$ cat src/rtl/rst_seq_pkg.sv
// Shared types and helpers for the reset sequencer.
package rst_seq_pkg;

  typedef enum logic [1:0] {
    HOLD    = 2'd0,
    RELEASE = 2'd1,
    UP      = 2'd2
  } chan_state_t;

  localparam int TIMER_W  = 26;
  localparam int RETRIG_W = 8;

  // Bits needed to hold values up to max(a, b) - 1; never less than one bit.
  function automatic int cnt_width(input int a, input int b);
    int m;
    m = (a > b) ? a : b;
    return (m < 2) ? 1 : $clog2(m);
  endfunction

endpackage

$ cat src/rtl/rst_seq_if.sv
// Request/status bundle between the reset sequencer and its surroundings.
interface rst_seq_if
  import rst_seq_pkg::*;
#(
  parameter int NCHAN = 3,
  parameter int NCOND = 4,
  parameter int NEXT  = 2
) ();

  logic [NEXT-1:0]     ext_rstn;
  logic [NCOND-1:0]    cond;
  logic [NCHAN-1:0]    sw_rst_req;
  logic                global_rst_n;
  logic [NCHAN-1:0]    rst_n;
  logic [RETRIG_W-1:0] retrig_cnt;

  modport master (
    output ext_rstn, cond, sw_rst_req,
    input  global_rst_n, rst_n, retrig_cnt
  );

  modport slave (
    input  ext_rstn, cond, sw_rst_req,
    output global_rst_n, rst_n, retrig_cnt
  );

endinterface

$ cat src/rtl/rst_seq_chan.sv
// One sequenced reset channel: minimum hold, release delay, then up.
//   state   | meaning
//   HOLD    | rst_n low, counting out the minimum hold time
//   RELEASE | rst_n low, enable seen, counting the release delay
//   UP      | rst_n high until enable drops or software requests a reset
module rst_seq_chan
  import rst_seq_pkg::*;
#(
  parameter int MIN_HOLD  = 16,
  parameter int REL_DELAY = 4
) (
  input  logic bus_clk,
  input  logic bus_reset,
  input  logic en,
  input  logic sw_req,
  output logic rst_n,
  output logic retrig
);

  localparam int CW = cnt_width(MIN_HOLD, REL_DELAY);
  localparam logic [CW-1:0] HOLD_LAST = CW'(MIN_HOLD - 1);
  localparam logic [CW-1:0] REL_LAST  = CW'(REL_DELAY - 1);

  chan_state_t    state_q, state_d;
  logic [CW-1:0]  cnt_q, cnt_d;

  always_ff @(posedge bus_clk) begin
    if (bus_reset) begin
      state_q <= HOLD;
      cnt_q   <= '0;
      rst_n   <= 1'b0;
    end else begin
      state_q <= state_d;
      cnt_q   <= cnt_d;
      rst_n   <= (state_d == UP);
    end
  end

  always_comb begin
    state_d = state_q;
    cnt_d   = cnt_q;
    retrig  = 1'b0;
    case (state_q)
      HOLD: begin
        if (sw_req) begin
          cnt_d = '0;
        end else if (cnt_q == HOLD_LAST) begin
          if (en) begin
            state_d = RELEASE;
            cnt_d   = '0;
          end
        end else begin
          cnt_d = cnt_q + 1'b1;
        end
      end
      RELEASE: begin
        if (sw_req || !en) begin
          state_d = HOLD;
          cnt_d   = '0;
        end else if (cnt_q == REL_LAST) begin
          state_d = UP;
          cnt_d   = '0;
        end else begin
          cnt_d = cnt_q + 1'b1;
        end
      end
      UP: begin
        if (sw_req || !en) begin
          state_d = HOLD;
          cnt_d   = '0;
          retrig  = 1'b1;
        end
      end
      default: begin
        state_d = HOLD;
        cnt_d   = '0;
      end
    endcase
  end

endmodule

$ cat src/rtl/rst_seq.sv
// Reset sequencer top: input synchronizers, power-on timer, per-channel
// release FSMs and a saturating retrigger counter.
module rst_seq
  import rst_seq_pkg::*;
#(
  parameter int                         NCHAN       = 3,
  parameter int                         NCOND       = 4,
  parameter int                         NEXT        = 2,
  parameter int                         SYNC_STAGES = 2,
  parameter logic [TIMER_W-1:0]         STOP_COUNT  = 26'h3ffffff,
  parameter int                         MIN_HOLD    = 16,
  parameter int                         REL_DELAY   = 4,
  parameter logic [NCHAN*NCOND-1:0]     CHAN_MASK   = '1,
  parameter int                         ORDERED     = 1
) (
  input logic       bus_clk,
  input logic       bus_reset,
  rst_seq_if.slave  bus
);

  localparam int SUM_W = $clog2(NCHAN + 1);

  logic [NCOND-1:0]    cond_sync [SYNC_STAGES];
  logic [NEXT-1:0]     ext_sync  [SYNC_STAGES];
  logic [NCOND-1:0]    cond_s;
  logic [NEXT-1:0]     ext_s;
  logic [TIMER_W-1:0]  timer_q;
  logic                global_q;
  logic [NCHAN-1:0]    en, rst_n_w, retrig_p;
  logic [SUM_W-1:0]    retrig_sum;
  logic [RETRIG_W:0]   retrig_total;
  logic [RETRIG_W-1:0] retrig_q;

  always_ff @(posedge bus_clk) begin
    if (bus_reset) begin
      for (int s = 0; s < SYNC_STAGES; s++) begin
        cond_sync[s] <= '0;
        ext_sync[s]  <= '0;
      end
    end else begin
      cond_sync[0] <= bus.cond;
      ext_sync[0]  <= bus.ext_rstn;
      for (int s = 1; s < SYNC_STAGES; s++) begin
        cond_sync[s] <= cond_sync[s-1];
        ext_sync[s]  <= ext_sync[s-1];
      end
    end
  end

  assign cond_s = cond_sync[SYNC_STAGES-1];
  assign ext_s  = ext_sync[SYNC_STAGES-1];

  // Gating with ext_s makes global_rst_n drop one cycle after a request.
  always_ff @(posedge bus_clk) begin
    if (bus_reset) begin
      timer_q  <= '0;
      global_q <= 1'b0;
    end else begin
      if (!(&ext_s)) begin
        timer_q <= '0;
      end else if (timer_q != STOP_COUNT) begin
        timer_q <= timer_q + 1'b1;
      end
      global_q <= (&ext_s) && (timer_q == STOP_COUNT);
    end
  end

  for (genvar i = 0; i < NCHAN; i++) begin : g_chan
    logic prev_up;
    logic cond_ok;

    if (ORDERED != 0 && i > 0) begin : g_ordered
      assign prev_up = rst_n_w[i-1];
    end else begin : g_free
      assign prev_up = 1'b1;
    end

    assign cond_ok = &(cond_s | ~CHAN_MASK[i*NCOND +: NCOND]);
    assign en[i]   = global_q & cond_ok & prev_up;

    rst_seq_chan #(
      .MIN_HOLD  (MIN_HOLD),
      .REL_DELAY (REL_DELAY)
    ) u_chan (
      .bus_clk   (bus_clk),
      .bus_reset (bus_reset),
      .en        (en[i]),
      .sw_req    (bus.sw_rst_req[i]),
      .rst_n     (rst_n_w[i]),
      .retrig    (retrig_p[i])
    );
  end

  always_comb begin
    retrig_sum = '0;
    for (int i = 0; i < NCHAN; i++) begin
      retrig_sum = retrig_sum + SUM_W'(retrig_p[i]);
    end
  end

  assign retrig_total = {1'b0, retrig_q} + (RETRIG_W+1)'(retrig_sum);

  always_ff @(posedge bus_clk) begin
    if (bus_reset) begin
      retrig_q <= '0;
    end else begin
      retrig_q <= retrig_total[RETRIG_W] ? {RETRIG_W{1'b1}} : retrig_total[RETRIG_W-1:0];
    end
  end

  assign bus.global_rst_n = global_q;
  assign bus.rst_n        = rst_n_w;
  assign bus.retrig_cnt   = retrig_q;

endmodule

$ cat src/flat_wrapper.sv
// flat-port wrapper written by rule: the top's interface ports become plain ports
module rst_seq_flat import rst_seq_pkg::*;
#(
  parameter int                         NCHAN       = 3,
  parameter int                         NCOND       = 4,
  parameter int                         NEXT        = 2,
  parameter int                         SYNC_STAGES = 2,
  parameter logic [TIMER_W-1:0]         STOP_COUNT  = 26'h3ffffff,
  parameter int                         MIN_HOLD    = 16,
  parameter int                         REL_DELAY   = 4,
  parameter logic [NCHAN*NCOND-1:0]     CHAN_MASK   = '1,
  parameter int                         ORDERED     = 1
)
  (bus_clk, bus_reset, bus_ext_rstn, bus_cond, bus_sw_rst_req, bus_global_rst_n, bus_rst_n, bus_retrig_cnt);
  rst_seq_if #(.NCHAN(NCHAN), .NCOND(NCOND), .NEXT(NEXT)) bus_i ();
  input logic bus_clk;
  input logic bus_reset;
  input wire logic [$bits(bus_i.ext_rstn)-1:0] bus_ext_rstn;
  input wire logic [$bits(bus_i.cond)-1:0] bus_cond;
  input wire logic [$bits(bus_i.sw_rst_req)-1:0] bus_sw_rst_req;
  output wire logic [$bits(bus_i.global_rst_n)-1:0] bus_global_rst_n;
  output wire logic [$bits(bus_i.rst_n)-1:0] bus_rst_n;
  output wire logic [$bits(bus_i.retrig_cnt)-1:0] bus_retrig_cnt;
  assign bus_i.ext_rstn = bus_ext_rstn;
  assign bus_i.cond = bus_cond;
  assign bus_i.sw_rst_req = bus_sw_rst_req;
  assign bus_global_rst_n = bus_i.global_rst_n;
  assign bus_rst_n = bus_i.rst_n;
  assign bus_retrig_cnt = bus_i.retrig_cnt;
  rst_seq #(.NCHAN(NCHAN), .NCOND(NCOND), .NEXT(NEXT), .SYNC_STAGES(SYNC_STAGES), .STOP_COUNT(STOP_COUNT), .MIN_HOLD(MIN_HOLD), .REL_DELAY(REL_DELAY), .CHAN_MASK(CHAN_MASK), .ORDERED(ORDERED)) u_core (.bus_clk(bus_clk), .bus_reset(bus_reset), .bus(bus_i));
endmodule
$ cat config.mk
export PLATFORM = sky130hd
export DESIGN_NAME = rst_seq_flat
export DESIGN_NICKNAME = d
export VERILOG_FILES = /design/src/rtl/rst_seq_pkg.sv /design/src/rtl/rst_seq_if.sv /design/src/rtl/rst_seq_chan.sv /design/src/rtl/rst_seq.sv /design/src/flat_wrapper.sv
export SDC_FILE = /design/constraint.sdc
export NUM_CORES = 1
export LEC_CHECK = 0
export ABC_AREA = 1
export BUFFER_PORTS_ARGS = -buffer_cell sky130_fd_sc_hd__buf_4
export CAP_MARGIN = 10
export CORE_ASPECT_RATIO = 1.2
export CORE_UTILIZATION = 40
export CTS_BUF_LIST = sky130_fd_sc_hd__clkbuf_4 sky130_fd_sc_hd__clkbuf_8 sky130_fd_sc_hd__clkbuf_16
export CTS_CLUSTER_DIAMETER = 150
export DETAILED_ROUTE_END_ITERATION = 10
export MAX_ROUTING_LAYER = met4
export SYNTH_ARGS = -nofsm -noshare
export SYNTH_HDL_FRONTEND = slang
export SYNTH_SLANG_ARGS = --single-unit
$ cat constraint.sdc
create_clock -name bus_clk -period 2.8 [get_ports bus_clk]
set_clock_uncertainty 0.2 [all_clocks]
set_input_delay 0.28 -clock bus_clk [delete_from_list [all_inputs] [get_ports bus_clk]]
set_output_delay 0.28 -clock bus_clk [all_outputs]
set_load 0.01 [all_outputs]
== Word-level counts from Yosys, hierarchy flattened ==
Memories as Yosys holds them, arrays and structs flattened.
Index checks and enable logic that the tools add are counted.
Cells by class
  $add $sub $neg: 7
  equal/unequal tests: 23
  muxes and demuxes: 56
  bitwise operators: 8
  reductions and logical operators: 16
Operator list (count)
  $mux W4: 20
  $mux W2: 20
  $pmux W4 S3: 3
  $add A26 B1 Y26 const B: 1
  $eq A26 B26 Y1 const B: 1
  $ne A26 B26 Y1 const B: 1
  $pmux W2 S3: 3
  $add A4 B1 Y4 const B: 3
  $eq A2 B2 Y1 const B: 6
  $eq A4 B2 Y1 const B: 3
  $eq A4 B4 Y1 const B: 3
  $ne A4 B4 Y1 const B: 3
  $add A8 B2 Y9: 1
  $mux W1: 9
  $mux W8: 1
  $reduce_and A2 Y1: 4
  $eq A2 B1 Y1 const B: 3
  $logic_not A2 Y1: 3
  $ne A2 B2 Y1 const B: 3
  $or A1 B1 Y1: 4
  $reduce_and A4 Y1: 1
  $and A1 B1 Y1: 3
  $logic_not A1 Y1: 3
  $logic_or A1 B1 Y1: 3
  other kinds (5): 5
Storage, ports and cells
  bits in registers: 56
  bits in writable memories: 12
  memories kept: 2
Memory list
  u_core.cond_sync: depth 2, bits a word 4, rd ports 2, clocked after memory_dff 0, write ports 2, RTL line rst_seq.sv:23  | logic [NCOND-1:0] cond_sync [SYNC_STAGES];
  u_core.ext_sync: depth 2, bits a word 2, rd ports 2, clocked after memory_dff 0, write ports 2, RTL line rst_seq.sv:24  | logic [NEXT-1:0] ext_sync [SYNC_STAGES];

== Longest topological paths before layout ==
An unclocked memory read counts as a cell.
  word-level depth: 12
  depth in mapped cells: 16
  gate-level depth less buffers: 16

== Modules after synthesis ==
Synthesis repeated with hierarchy kept, for this count alone.
Second synthesis, totals
  cell total of the unflattened synthesis: 523
  area, all modules: 3522.1 um2
By module, submodules not included
  rst_seq: times used 1, cells each 349, area an instance 2358.5 um2
  rst_seq_chan at u_core.g_chan[0].u_chan ...: times used 2, cells each 59, area an instance 390.4 um2
  rst_seq_chan at u_core.g_chan[2].u_chan: times used 1, cells each 56, area an instance 382.9 um2

== Worst setup path before layout ==
OpenSTA, ideal clock, no wires.
  path type: register to register
  from: register u_core.global_q, in the netlist u_core.bus.global_rst_n
  to: register u_core.retrig_q[5], in the netlist u_core.bus.retrig_cnt[5]
  arrival: 2.704 ns
  path slack: -0.215 ns
  stages on the path, launching flop included: 17
  buffers on the path: 0
  period minus slack after synthesis: 3.015 ns
  path through: dfxtp_1 > inv_1 > nor2_1 > nand3_1 > nor2_1 > inv_1 > nand3_1 > inv_1 > fa_1 > ha_1 > fa_1 > nand2_1 > nor2_1 > nand3_1 > nand3_1 > nand2_1 > inv_1
Between the ends
  word-level cells in the longest chain between the ends: 10
  elaborated cells on any way between the ends: 19
  those cells by class: add/sub: 3; mux: 7; bitwise: 3; reduce/logical: 6
Ends and longest elaborated chain
  start: declaration: RTL line rst_seq.sv:28  | logic global_q;
  start signal: assignment: RTL line rst_seq.sv:64  | global_q <= (&ext_s) && (timer_q == STOP_COUNT);
  $and A1 B1 Y1 (*): RTL line rst_seq.sv:79  | assign en[i] = global_q & cond_ok & prev_up;
  $and A1 B1 Y1: RTL line rst_seq.sv:79
  $logic_not A1 Y1: RTL line rst_seq_chan.sv:68  | if (sw_req || !en) begin
  $logic_or A1 B1 Y1: RTL line rst_seq_chan.sv:68
  $mux W1: RTL line rst_seq_chan.sv:68
  $mux W1: RTL line rst_seq_chan.sv:43  | case (state_q)
  $add A1 B1 Y2: RTL line rst_seq.sv:97  | retrig_sum = retrig_sum + SUM_W'(retrig_p[i]);
  $add A2 B1 Y2 (*): RTL line rst_seq.sv:97
  $add A8 B2 Y9 (*): RTL line rst_seq.sv:101  | assign retrig_total = {1'b0, retrig_q} + (RETRIG_W+1)'(retrig_sum);
  $mux W8 (*): RTL line rst_seq.sv:107  | retrig_q <= retrig_total[RETRIG_W] ? {RETRIG_W{1'b1}} : retrig_total[RETRIG_W-1:0];
  end signal: assignment: RTL line rst_seq.sv:107
  end: declaration: RTL line rst_seq.sv:32  | logic [RETRIG_W-1:0] retrig_q;
Every way passes the cells marked *; elsewhere a longest branch is shown, timed or not.
A chain may end at the register's enable or synchronous reset.

==> summary.md <==
| Metric | Value |
|---|---|
| Status | `finished clean` |
| Crit path arrival time | `2.73 ns` |
| Routed via count | `3,383` |
| Reg-to-reg slack, setup | `0.11 ns` |
| Overall Global Routing Usage | `18.92%` |
| Clock power share | `43.4%` |
| Slowest stage delay, CP | `~0.44 ns` |
| Syn Nets | `555` |
| Area leader, netlist | `dfxtp_1` |
| RSZ-0062 raised after global routing | `true` |
| N_diodes | `0` |
| CTS root buf | `clkbuf_8` |
| CTS H-tree lvls | `3` |
| Worst r2r src | `u_core.cond_sync[0][6]` |
| CTS tree | `yes` |
| Seq pwr share | `53.2%` |
| CP top delay family | `adder cells` |
| Worst skew pair latency | `0.33 ns` |
| Fill cells | `between 900 and 1,000` |
| Largest net degree at the start of global routing | `33` |
| Comb pwr share | `about 3.4%` |
| Share of the synthesized area in the top cell type | `38.03%` |
| CTS max path bufs | `2` |
| Dominant cells by area after synthesis | `dfxtp_1 (38%), nand2_1 (14%), nor2_1 (11%), inv_1 (7.7%), nand3_1 (5.6%)` |
| Power Density | `approximately 440 nW/um^2` |
| Final Hold Viols | `0` |
| Tot Pwr | `1.859 mW` |
| Post-synthesis area per instance | `6.679 um^2` |
| Worst IR Drop VDD | `0.1978 mV` |
| Vias in the first global route | `3,231` |
| Depth of the most critical reg-to-reg path | `16` |
| Minimum clock period | `2.694 ns` |
| Startpoint Class | `register` |
| Setup violators final | `0` |
| Net Switching | `~400 uW` |
| Post-Place Cells | `674` |
| Final net count | `595` |
| Share of flip-flops with an asynchronous set or reset | `0%` |
| Relative slew slack | `between 60 and 70%` |
| CP endpoint kind | `register` |
| Hold path startpoint | `bus_sw_rst_req[0]` |
| Critical path class | `reg2reg` |
| Gr ovfl total | `0` |
| CP bufs+invs | `3` |
| Highest Clock Rate | `371.2 MHz` |
| Area delta synth->final | `18.49%` |
| Post-synth top cells | `nand2_1 (136), nor2_1 (104), inv_1 (73), dfxtp_1 (68), nand3_1 (40)` |
| HP Class | `in2reg` |
| Initial antenna violation count | `0` |
| WHS Path Cells | `4` |
| Cell variety after synth | `33` |
| Ys Warns | `0` |
| Core area | `8611 um^2` |
| Buffers on Ports | `22` |
| CTS clk-pin slew, worst paths | `roughly 0.070 ns` |
| Antenna Violating Nets Remaining | `0` |
| Final wirelength | `7857 um` |
| Max FO, Critical Path | `6` |
| WL/cell | `11.26 um` |
| Pre-antenna DRT Iters | `5` |
| Synth Flop Type | `dfxtp_1` |
| Die outline width | `slightly below 90 um` |
| Lkg Pwr | `approximately 1.9 nW` |
| I/O pins | `23` |
| Final period util | `96.21%` |
| First-pass GRT wire length | `roughly 14,000 um` |
| Critical R2R Capture | `u_core.bus.retrig_cnt[3]` |
| Synthesized cell area | `~3600 um^2` |
| Slew @ Worst Pin | `roughly 0.46 ns` |
| EDFF count, synth | `0` |
| Slowest stage cell, crit path | `fa_1` |
| P_int | `1.463 mW` |
| Vias/cell | `4.847` |
| Layout cells sized above 1 | `14.80%` |
| Clock sinks | `68` |
| Max-cap violations | `0` |
| Max-slew violations | `0` |
| Mapped Cells | `536` |
| DRC errors left | `0` |
| Cell breakdown of the critical path | `nand2_2, nor2_4, nand3_2, nor2_4, inv_2, nand3_2, inv_2, fa_1, ha_2, fa_2, nand2_2, nor2_4, nand3_4, nand3_2, nand2_1, inv_1` |
| Die Footprint | `~9300 um^2` |
| Post-DP HPWL | `5793 um` |
| Die Ht | `105.6 um` |
| Sequential-to-total area share from yosys stat | `38.03%` |
| Most numerous cell in the Yosys netlist | `nand2_1` |
| Standard-cell rows | `37` |
| Sw Share | `21.29%` |
| Crit path required time | `2.84 ns` |
| Detailed Route Iter0 Violations | `128` |
| GP Congestion | `0.8735` |
| WHS Endpoint | `u_core.g_chan[0].u_chan.state_q[1]` |
| Number of synthesized register bits | `68` |
| CTS Buf Count | `9` |
| Final Non-Filler Cells | `698` |
| Initial Utilization | `41.57%` |
worst reg2reg max path: cells and delay by family, from the launching register on:
kind	cells	cell delay (ns)
flops	1	0.32
fa+ha+maj	3	1.01
simple gates	10	0.93
buf+inv	3	0.14
power by group through the flow:
stage	Sequential [mW]	Combinational (mW)	Clock (mW)
3_5_place_dp	1.01	0.0560	0
5_1_grt	0.990	0.0720	0.881
4_1_cts	0.989	0.0629	0.835
2_1_floorplan	1.01	0.0343	0
3_3_place_gp	1.01	0.0553	0
6_report	0.989	0.0623	0.807
worst max-delay path by stage:
stage	cells past startpoint	to	from	slack, ns
after global routing	16	u_core.bus.retrig_cnt[3]	u_core.cond_sync[0][6]	-0.12
final	16	u_core.bus.retrig_cnt[3]	u_core.cond_sync[0][6]	0.11
after CTS	16	u_core.bus.retrig_cnt[3]	u_core.bus.global_rst_n	0.0005
after detailed placement	16	u_core.bus.retrig_cnt[5]	u_core.bus.global_rst_n	-0.03
after floorplan	16	u_core.bus.retrig_cnt[5]	u_core.bus.global_rst_n	0.02
after global placement	16	u_core.bus.retrig_cnt[5]	u_core.bus.global_rst_n	0.04
per-stage QoR:
stage	hold slack (ns)	setup WS, ns	utilization [%]	setup TNS (ns)	cell area (um^2)
final	0.06815	0.1061	49.26	0	4242
after global routing	0.07621	-0.1191	49.26	-0.3407	4242
after CTS	0.04048	0.0005227	48.52	0	4178
after detailed placement	0.1983	-0.02519	45.45	-0.04677	3914
after global placement	0.1966	0.04083	45.45	0	3914
after floorplan	0.1585	0.01599	-	0	3597
cell type report:
type                            count  area [um^2]  share of cell area [%]
Clock buffer                       12        152.6                   3.599
Tap cell                          117        146.4                   3.451
Inverter                           76        286.5                   6.755
Sequential cell                    68         1365                   32.18
Clock inverter                      4        48.80                   1.150
Multi-Input combinational cell    383         1942                   45.78
Timing Repair Buffer               38        300.3                   7.080
logic make-up (layout without fill, tap and decap cells):
family                     Yosys count  after routing  synth area share [%]
buffers and inverters               85            130                 9.542
and+or+nand+nor                    333            333                 41.21
adders and majority gates            8              8                 3.216
AOI/OAI and AO/OA                   30             30                 5.068
DFF                                 68             68                 38.03
xor gates and xnor gates            12             12                 2.936
placed cells by master (no fill, tap or decap), drive strengths merged, types with 12 or more instances in the layout:
cell type / instances
nor2: 108
dfxtp: 68
inv: 74
a21oi: 14
nand4: 20
buf: 32
nand2: 138
nand3: 46
clkbuf: 12
what timing repair did:
item / in CTS / in global routing
gates resized for setup: 1 / 16
hold endpoints to repair: 6 / 0
pin swaps: 1 / 9
endpoints found under the setup margin: 7 / 8
hold buffers: 6 / 0
buffers inserted: 0 / 2
registers in the layout, indices dropped and copies added, names as in the netlist:
register and flops:
u_core.timer_q 26, u_core.ext_sync 4, u_core.g_chan.u_chan.rst_n 3, u_core.g_chan.u_chan.cnt_q 12, u_core.bus.retrig_cnt 8, u_core.bus.global_rst_n 1, u_core.g_chan.u_chan.state_q 6, u_core.cond_sync 8
metal layers:
layer | up-vias | wire length [um] | track usage (%)
li1 | 1774 | - | -
met1 | 1537 | 3229 | 19.62
met2 | 61 | 4206 | 34.95
met3 | 11 | 326 | 4.385
met4 | 0 | 95 | 5.069
met5 | - | 0 | -
Note: power is estimated with default switching activity, not from simulation.
